<file path="config.mk">
export PLATFORM = sky130hd
export DESIGN_NAME = clk_divider_multi
export DESIGN_NICKNAME = d
export VERILOG_FILES = /design/src/rtl/clk_divider_multi.sv
export SDC_FILE = /design/constraint.sdc
export NUM_CORES = 1
export LEC_CHECK = 0
export BUFFER_PORTS_ARGS = -buffer_cell sky130_fd_sc_hd__buf_2
export CORE_ASPECT_RATIO = 1.4
export CORE_MARGIN = 4
export CORE_UTILIZATION = 64
export CTS_CLUSTER_DIAMETER = 150
export DETAILED_ROUTE_END_ITERATION = 8
export PLACE_DENSITY = 0.81
export SETUP_SLACK_MARGIN = 0.3
export SLEW_MARGIN = 30
export SYNTH_ARGS = -nofsm -noshare
export SYNTH_HDL_FRONTEND = slang
export SYNTH_SLANG_ARGS = --single-unit
</file>
<file path="constraint.sdc">
create_clock -name clki -period 5.38 [get_ports clki]
set_clock_uncertainty 0.1 [all_clocks]
set_input_delay 0.269 -clock clki [delete_from_list [all_inputs] [get_ports clki]]
set_output_delay 0.269 -clock clki [all_outputs]
set_load 0.01 [all_outputs]
</file>
<file path="src/rtl/clk_divider_multi.sv">
// Multi-channel programmable divider: each channel emits a registered square wave and a one-cycle tick per period.
// All outputs are registered with no input-to-output combinational path. Divisor updates wait for the end of the running period.
module clk_divider_multi #(
  parameter int WIDTH   = 25,
  parameter int NCH     = 4,
  parameter int CHW     = 2,
  parameter int DEF_DIV = 25000000
) (
  input  logic             clki,
  input  logic             rst_n,
  input  logic             en,
  input  logic             sync,
  input  logic             cfg_we,
  input  logic [CHW-1:0]   cfg_ch,
  input  logic [WIDTH-1:0] cfg_div,
  output logic [NCH-1:0]   cfg_pend,
  output logic [NCH-1:0]   clko,
  output logic [NCH-1:0]   tick
);

  localparam logic [WIDTH-1:0] LP_DEF = WIDTH'(DEF_DIV);
  localparam logic [WIDTH-1:0] LP_ONE = WIDTH'(1);

  for (genvar c = 0; c < NCH; c++) begin : g_ch
    logic [WIDTH-1:0] r_div;
    logic [WIDTH-1:0] r_pdiv;
    logic [WIDTH-1:0] r_cnt;
    logic             r_pend;
    logic             r_clko;
    logic             r_tick;

    logic             w_wr;
    logic             w_stop;
    logic             w_wrap;
    logic             w_apply;
    logic [WIDTH-1:0] w_cnt_nxt;

    // Out-of-range channel indices never match any channel, so they are dropped here.
    assign w_wr      = cfg_we && (cfg_ch == CHW'(c));
    assign w_stop    = (r_div == '0);
    assign w_wrap    = !w_stop && (r_cnt == r_div - LP_ONE);
    assign w_apply   = r_pend && (sync || (en && (w_stop || w_wrap)));
    assign w_cnt_nxt = w_wrap ? '0 : r_cnt + LP_ONE;

    always_ff @(posedge clki) begin
      if (!rst_n) begin
        r_div  <= LP_DEF;
        r_pdiv <= LP_DEF;
        r_cnt  <= '0;
        r_pend <= 1'b0;
        r_clko <= 1'b0;
        r_tick <= 1'b0;
      end else begin
        // A write landing on the apply edge leaves the newer value pending.
        if (w_wr) begin
          r_pdiv <= cfg_div;
          r_pend <= 1'b1;
        end else if (w_apply) begin
          r_pend <= 1'b0;
        end

        if (w_apply) begin
          r_div <= r_pdiv;
        end

        if (sync) begin
          r_cnt  <= '0;
          r_clko <= 1'b0;
          r_tick <= 1'b0;
        end else if (en) begin
          if (w_apply) begin
            // New period starts at count 0; only N=1 is high from its first cycle.
            r_cnt  <= '0;
            r_clko <= (r_pdiv == LP_ONE);
            r_tick <= (r_pdiv != '0) && ((r_pdiv == LP_ONE) || w_wrap);
          end else if (w_stop) begin
            r_cnt  <= '0;
            r_clko <= 1'b0;
            r_tick <= 1'b0;
          end else begin
            r_cnt  <= w_cnt_nxt;
            r_clko <= (w_cnt_nxt >= (r_div >> 1));
            r_tick <= w_wrap;
          end
        end else begin
          r_tick <= 1'b0;
        end
      end
    end

    assign cfg_pend[c] = r_pend;
    assign clko[c]     = r_clko;
    assign tick[c]     = r_tick;
  end

endmodule

</file>
### Word level (Yosys, flattened, before mapping)

Index checks and enable logic that the tools add are counted.
Widths: inputs -> output; s select.

* bits of input ports: 32
* word-level logic and storage cells: 136
* register bits after elaboration: 312

* reduce and logical (&&, ||, !) cells: 51
* bitwise operators: 2
* $add $sub $neg: 8
* mux-type cells: 36
* eq/ne operators: 11
* order comparisons: 4

Operators with widths (count)
* $mux 25: 12
* $add 25x1->25 const B: 4
* $eq 25x1->1 const B: 4
* $eq 25x25->1: 4
* $ge 25x24->1: 4
* $logic_not 25->1: 4
* $reduce_bool 25->1: 4
* $sub 25x1->25 const B: 4
* $mux 1: 24
* $logic_and 1x1->1: 20
* $logic_or 1x1->1: 12
* $reduce_bool 2->1: 4
* $eq 2x2->1 const B: 2
* $logic_not 1->1: 4
* $reduce_or 3->1: 1
* $eq 2x1->1 const B: 1
* $logic_not 2->1: 1
* $not 1->1: 2
* $reduce_or 2->1: 1

### Longest topological paths before layout

* depth in word-level cells: 9
* mapped depth: 24

### Least setup slack after synthesis

Ideal clock, no wire load.

* path kind: register -> register
* start: register g_ch[1].r_div[0]
* end: register g_ch[1].r_clko
* library setup time: 0.119 ns
* data required time: 5.161 ns
* stages on the path, launching flop included: 22
* path slack: 0.449 ns
* arrival time: 4.712 ns
* cell sequence: dfxtp_1 -> clkbuf_1 -> inv_1 -> ha_1 -> clkbuf_1 -> nand2_1 -> xor2_1 -> mux2_4 -> or4_4 -> nor4_4 -> nor2b_1 -> buf_2 -> buf_4 -> nor2_1 -> ha_1 -> a21o_1 -> a21o_1 -> a2111oi_0 -> o221ai_1 -> a211oi_1 -> a2bb2oi_2 -> o21bai_1

* longest elaborated chain between the ends: 8
* elaborated cells between the ends (all ways): 13

RTL lines
* from (decl): RTL line 25 `logic [WIDTH-1:0] r_div;`
* from (signal assigned): RTL line 63 `r_div <= r_pdiv;`
* parallel branches: the longest is 7 deep, another holds $sub 25x1->25
* $mux 1 *: RTL line 71 `if (w_apply) begin`
* to (signal assigned): RTL line 74 `r_clko <= (r_pdiv == LP_ONE);`
* to (signal assigned): RTL line 82 `r_clko <= (w_cnt_nxt >= (r_div >> 1));`
* to (decl): RTL line 29 `logic r_clko;`

Mark *: on every way between the ends.
A chain may end at the register's enable or synchronous reset.

### Final worst setup path

* start: register g_ch[1].r_div[2]
* end: register g_ch[1].r_clko

Same word-level chain as after synthesis.

==> flow_metrics.tcl <==
set metrics [dict create \
    max_freq_ghz 0.206 \
    syn_to_final_growth_pct 7.99 \
    avgSynthCellArea_um2 7.71 \
    rsz0062_at_grt "yes" \
    cp_data_required_time_ns 5.74 \
    drive_gt1_frac 0.0746 \
    port_buffers 43 \
    die_w_um 159 \
    critPathMaxFanout 25 \
    rr_worst_depth 18 \
    rows 77 \
    p_leak_nw 9.21 \
    die_area_mm2 0.0350 \
    ys_types 85 \
    clock_latency_ns 0.59 \
    power_w 0.00499 \
    status "finished clean" \
    crit_cells 18 \
    gp_congestion 0.996 \
    cellPowerDensity_mw_per_mm2 225 \
    wl_um 57900 \
    track_usage 0.318 \
    crit_end "g_ch[1].r_clko$_SDFFE_PP0P_" \
    coreArea_mm2 0.0316 \
    grt_remaining_overflow 0 \
    nets 2745 \
    die_h_um 220 \
    cp-end-kind "flop" \
    synthCells 2658 \
    rrSetupSlack_ns 0.53 \
    netlist_area_mm2 0.0205 \
    hpwl_um 42800 \
    critPathArrivalTime_ns 5.21 \
    final_common_cell "nand2_1" \
    antenna_found_initial 2 \
    worstHoldPathType "in -> reg" \
    cpPeakStageDelay_ns 0.59 \
    irDropWorstVdd_mv 0.247 \
    finalCritPeriodShare 0.901 \
    critPathBufInv 2 \
    r2r-end "g_ch[1].r_clko$_SDFFE_PP0P_" \
    setup_viol 0 \
    ios 44 \
    max_slew_margin 0.383 \
    path_clk_slew_ns 0.07 \
    grt_max_degree 104 \
    cts_max_path_buffers 3 \
    tritoncts "built" \
    synth_ff_type "dfxtp_1" \
    routed-via-count 19000 \
    ys_seq_elements 312 \
    drt-initial-drc-count 1706 \
    numCtsBuffers 31 \
    final_cell_mix "383 x nand2_1, 310 x dfxtp_1, 175 x nor2_1" \
    startpoint_type "flop" \
    fin_crit_ns 4.85 \
    fillers 2636 \
    post_drt_wl_per_cell_um 19.1 \
    cts.sinks 312 \
    ant_nets 0 \
    drtPass1Iterations 5 \
    grt_pass1_wl_um 92200 \
    drv_cap 0 \
    critPathTopFamily "simple AND/OR/NAND/NOR gates" \
    htreeDepth 1 \
    yosys_warnings 0 \
    criticalPathCategory "reg -> reg" \
    grt_pass1_vias 17900 \
    drv_slew 0 \
    cp_cell_sequence "or4_4 > nor3_4 > buf_4 > and3_1 > o21ai_0 > or4_4 > nor4_4 > nor2b_4 > buf_12 > nor2_1 > ha_1 > a21o_1 > a21o_1 > a2111oi_0 > o221ai_1 > a211oi_2 > a2bb2oi_2 > o21bai_1" \
    synth_nets 2798 \
    worstMarginPinSlew_ns 0.926 \
    via_per_inst 6.30 \
    setup_tns_ns 0 \
    critPathSlowestCell "or4_4" \
    cts-root-buf "clkbuf_16" \
    hold_violations 0 \
    ys_seq_area_frac 0.305 \
    worstSetupStartpoint "g_ch[1].r_div[2]$_SDFFE_PN0P_" \
    async_reset_ff_frac 0 \
    synth_edf_count 0 \
    holdPathStages 3 \
    r2r_start "g_ch[1].r_div[2]$_SDFFE_PN0P_" \
    start_util 0.649 \
    drcViolationCount 0 \
]
## metal layers
metal / vias up / share of wire / GRT usage
li1: 9203 / - / -
met1: 8937 / 0.41 / 0.387
met2: 691 / 0.48 / 0.561
met3: 195 / 0.059 / 0.0354
met4: 4 / 0.056 / 0.160
met5: - / 0.00047 / 0
## synth_stat cells (all sizes together), types with 13 or more instances
cell type / count / share of area
and3: 60 / 0.018
nor2: 179 / 0.033
mux2i: 57 / 0.028
clkbuf: 149 / 0.027
nand2b: 15 / 0.0046
a21oi: 83 / 0.020
o31ai: 13 / 0.0048
nor3: 73 / 0.020
or2: 16 / 0.0049
buf: 47 / 0.016
ha: 108 / 0.066
or4: 14 / 0.0055
xor2: 75 / 0.032
o21ai: 122 / 0.030
dfxtp: 312 / 0.30
inv: 125 / 0.023
o21a: 13 / 0.0048
a21boi: 55 / 0.020
nand4: 64 / 0.020
or3: 25 / 0.0076
a31oi: 28 / 0.0085
a21o: 51 / 0.019
o211ai: 47 / 0.017
nand2: 383 / 0.070
xnor2: 136 / 0.058
nor4: 61 / 0.021
and4: 18 / 0.0077
nor2b: 46 / 0.014
nand3: 145 / 0.035
nor3b: 21 / 0.0077
## worst register-to-register path: stages, from the launching register on
cell and delay, ns:
dfxtp_1 0.40, or4_4 0.59, nor3_4 0.29, buf_4 0.18, and3_1 0.15, o21ai_0 0.09
or4_4 0.50, nor4_4 0.24, nor2b_4 0.21, buf_12 0.17, nor2_1 0.07, ha_1 0.29
a21o_1 0.16, a21o_1 0.16, a2111oi_0 0.42, o221ai_1 0.23, a211oi_2 0.27, a2bb2oi_2 0.15
o21bai_1 0.07
## logic make-up after synthesis
family / count (synthesis) / share of synthesized area
compound gates: 502 / 0.163
xor+xnor: 213 / 0.0924
fa+ha+maj: 108 / 0.0659
buf+inv: 321 / 0.0664
flops: 312 / 0.305
mux: 58 / 0.0286
simple gates: 1144 / 0.279
## flip-flops by register name, summed over array words and instances (netlist names)
register	count
g_ch.r_div	100
g_ch.r_pdiv	100
g_ch.r_cnt	100
g_ch.r_clko	4
g_ch.r_tick	4
g_ch.r_pend	4
## timing repair
| action | CTS | global route |
|---|---|---|
| buffers inserted | 0 | 2 |
| gates resized for setup | 1 | 23 |
| hold buffers | 27 | 0 |
| hold endpoints to repair | 121 | 0 |
| setup endpoints to repair | 1 | 4 |
| cloned | 0 | 1 |
| pin swaps | 0 | 2 |
## how the worst min path moves through the flow
stage                                         from                              end  slack (ns)
finish                                          en    g_ch[2].r_cnt[1]$_SDFFE_PP0P_        0.06
global route                                    en    g_ch[2].r_cnt[1]$_SDFFE_PP0P_        0.04
CTS                                             en    g_ch[2].r_cnt[1]$_SDFFE_PP0P_        0.03
detailed placement  g_ch[1].r_pdiv[8]$_SDFFE_PN0P_    g_ch[1].r_div[8]$_SDFFE_PN0P_        0.36
global placement     g_ch[1].r_div[9]$_SDFFE_PN0P_    g_ch[1].r_div[9]$_SDFFE_PN0P_        0.36
floorplan                              cfg_div[11]  g_ch[0].r_pdiv[11]$_SDFFE_PN1P_        0.29
## final cells by class
cell class / instances / area, um^2 / area share
Inverter: 125 / 469 / 0.0212
Antenna cell: 1 / 2.50 / 0.000113
Clock buffer: 38 / 822 / 0.0371
Tap cell: 395 / 494 / 0.0223
Sequential cell: 312 / 6250 / 0.282
Multi-Input combinational cell: 2025 / 13100 / 0.590
Clock inverter: 17 / 221 / 0.0100
Timing Repair Buffer: 110 / 818 / 0.0370
## metrics by stage
stage	hold WS (ns)	util	instance area [um^2]	setup slack [ns]	std cells
after floorplan	0.293	-	20500	0.449	2658
after global placement	0.361	0.654	20700	0.357	2937
after detailed placement	0.363	0.654	20700	0.269	2937
after CTS	0.0324	0.696	22000	0.329	3019
after global routing	0.0449	0.700	22100	0.273	3022
final	0.0601	0.700	22100	0.533	3023
## report_power, final
group	internal [W]	total, W	switching (W)	leakage [nW]
sequential	0.00235	0.00240	0.0000459	2.53
combinational	0.000114	0.000319	0.000205	6.19
clock	0.00128	0.00227	0.000985	0.488
total	0.00375	0.00499	0.00124	9.21
Note: power is estimated with default switching activity, not from simulation.
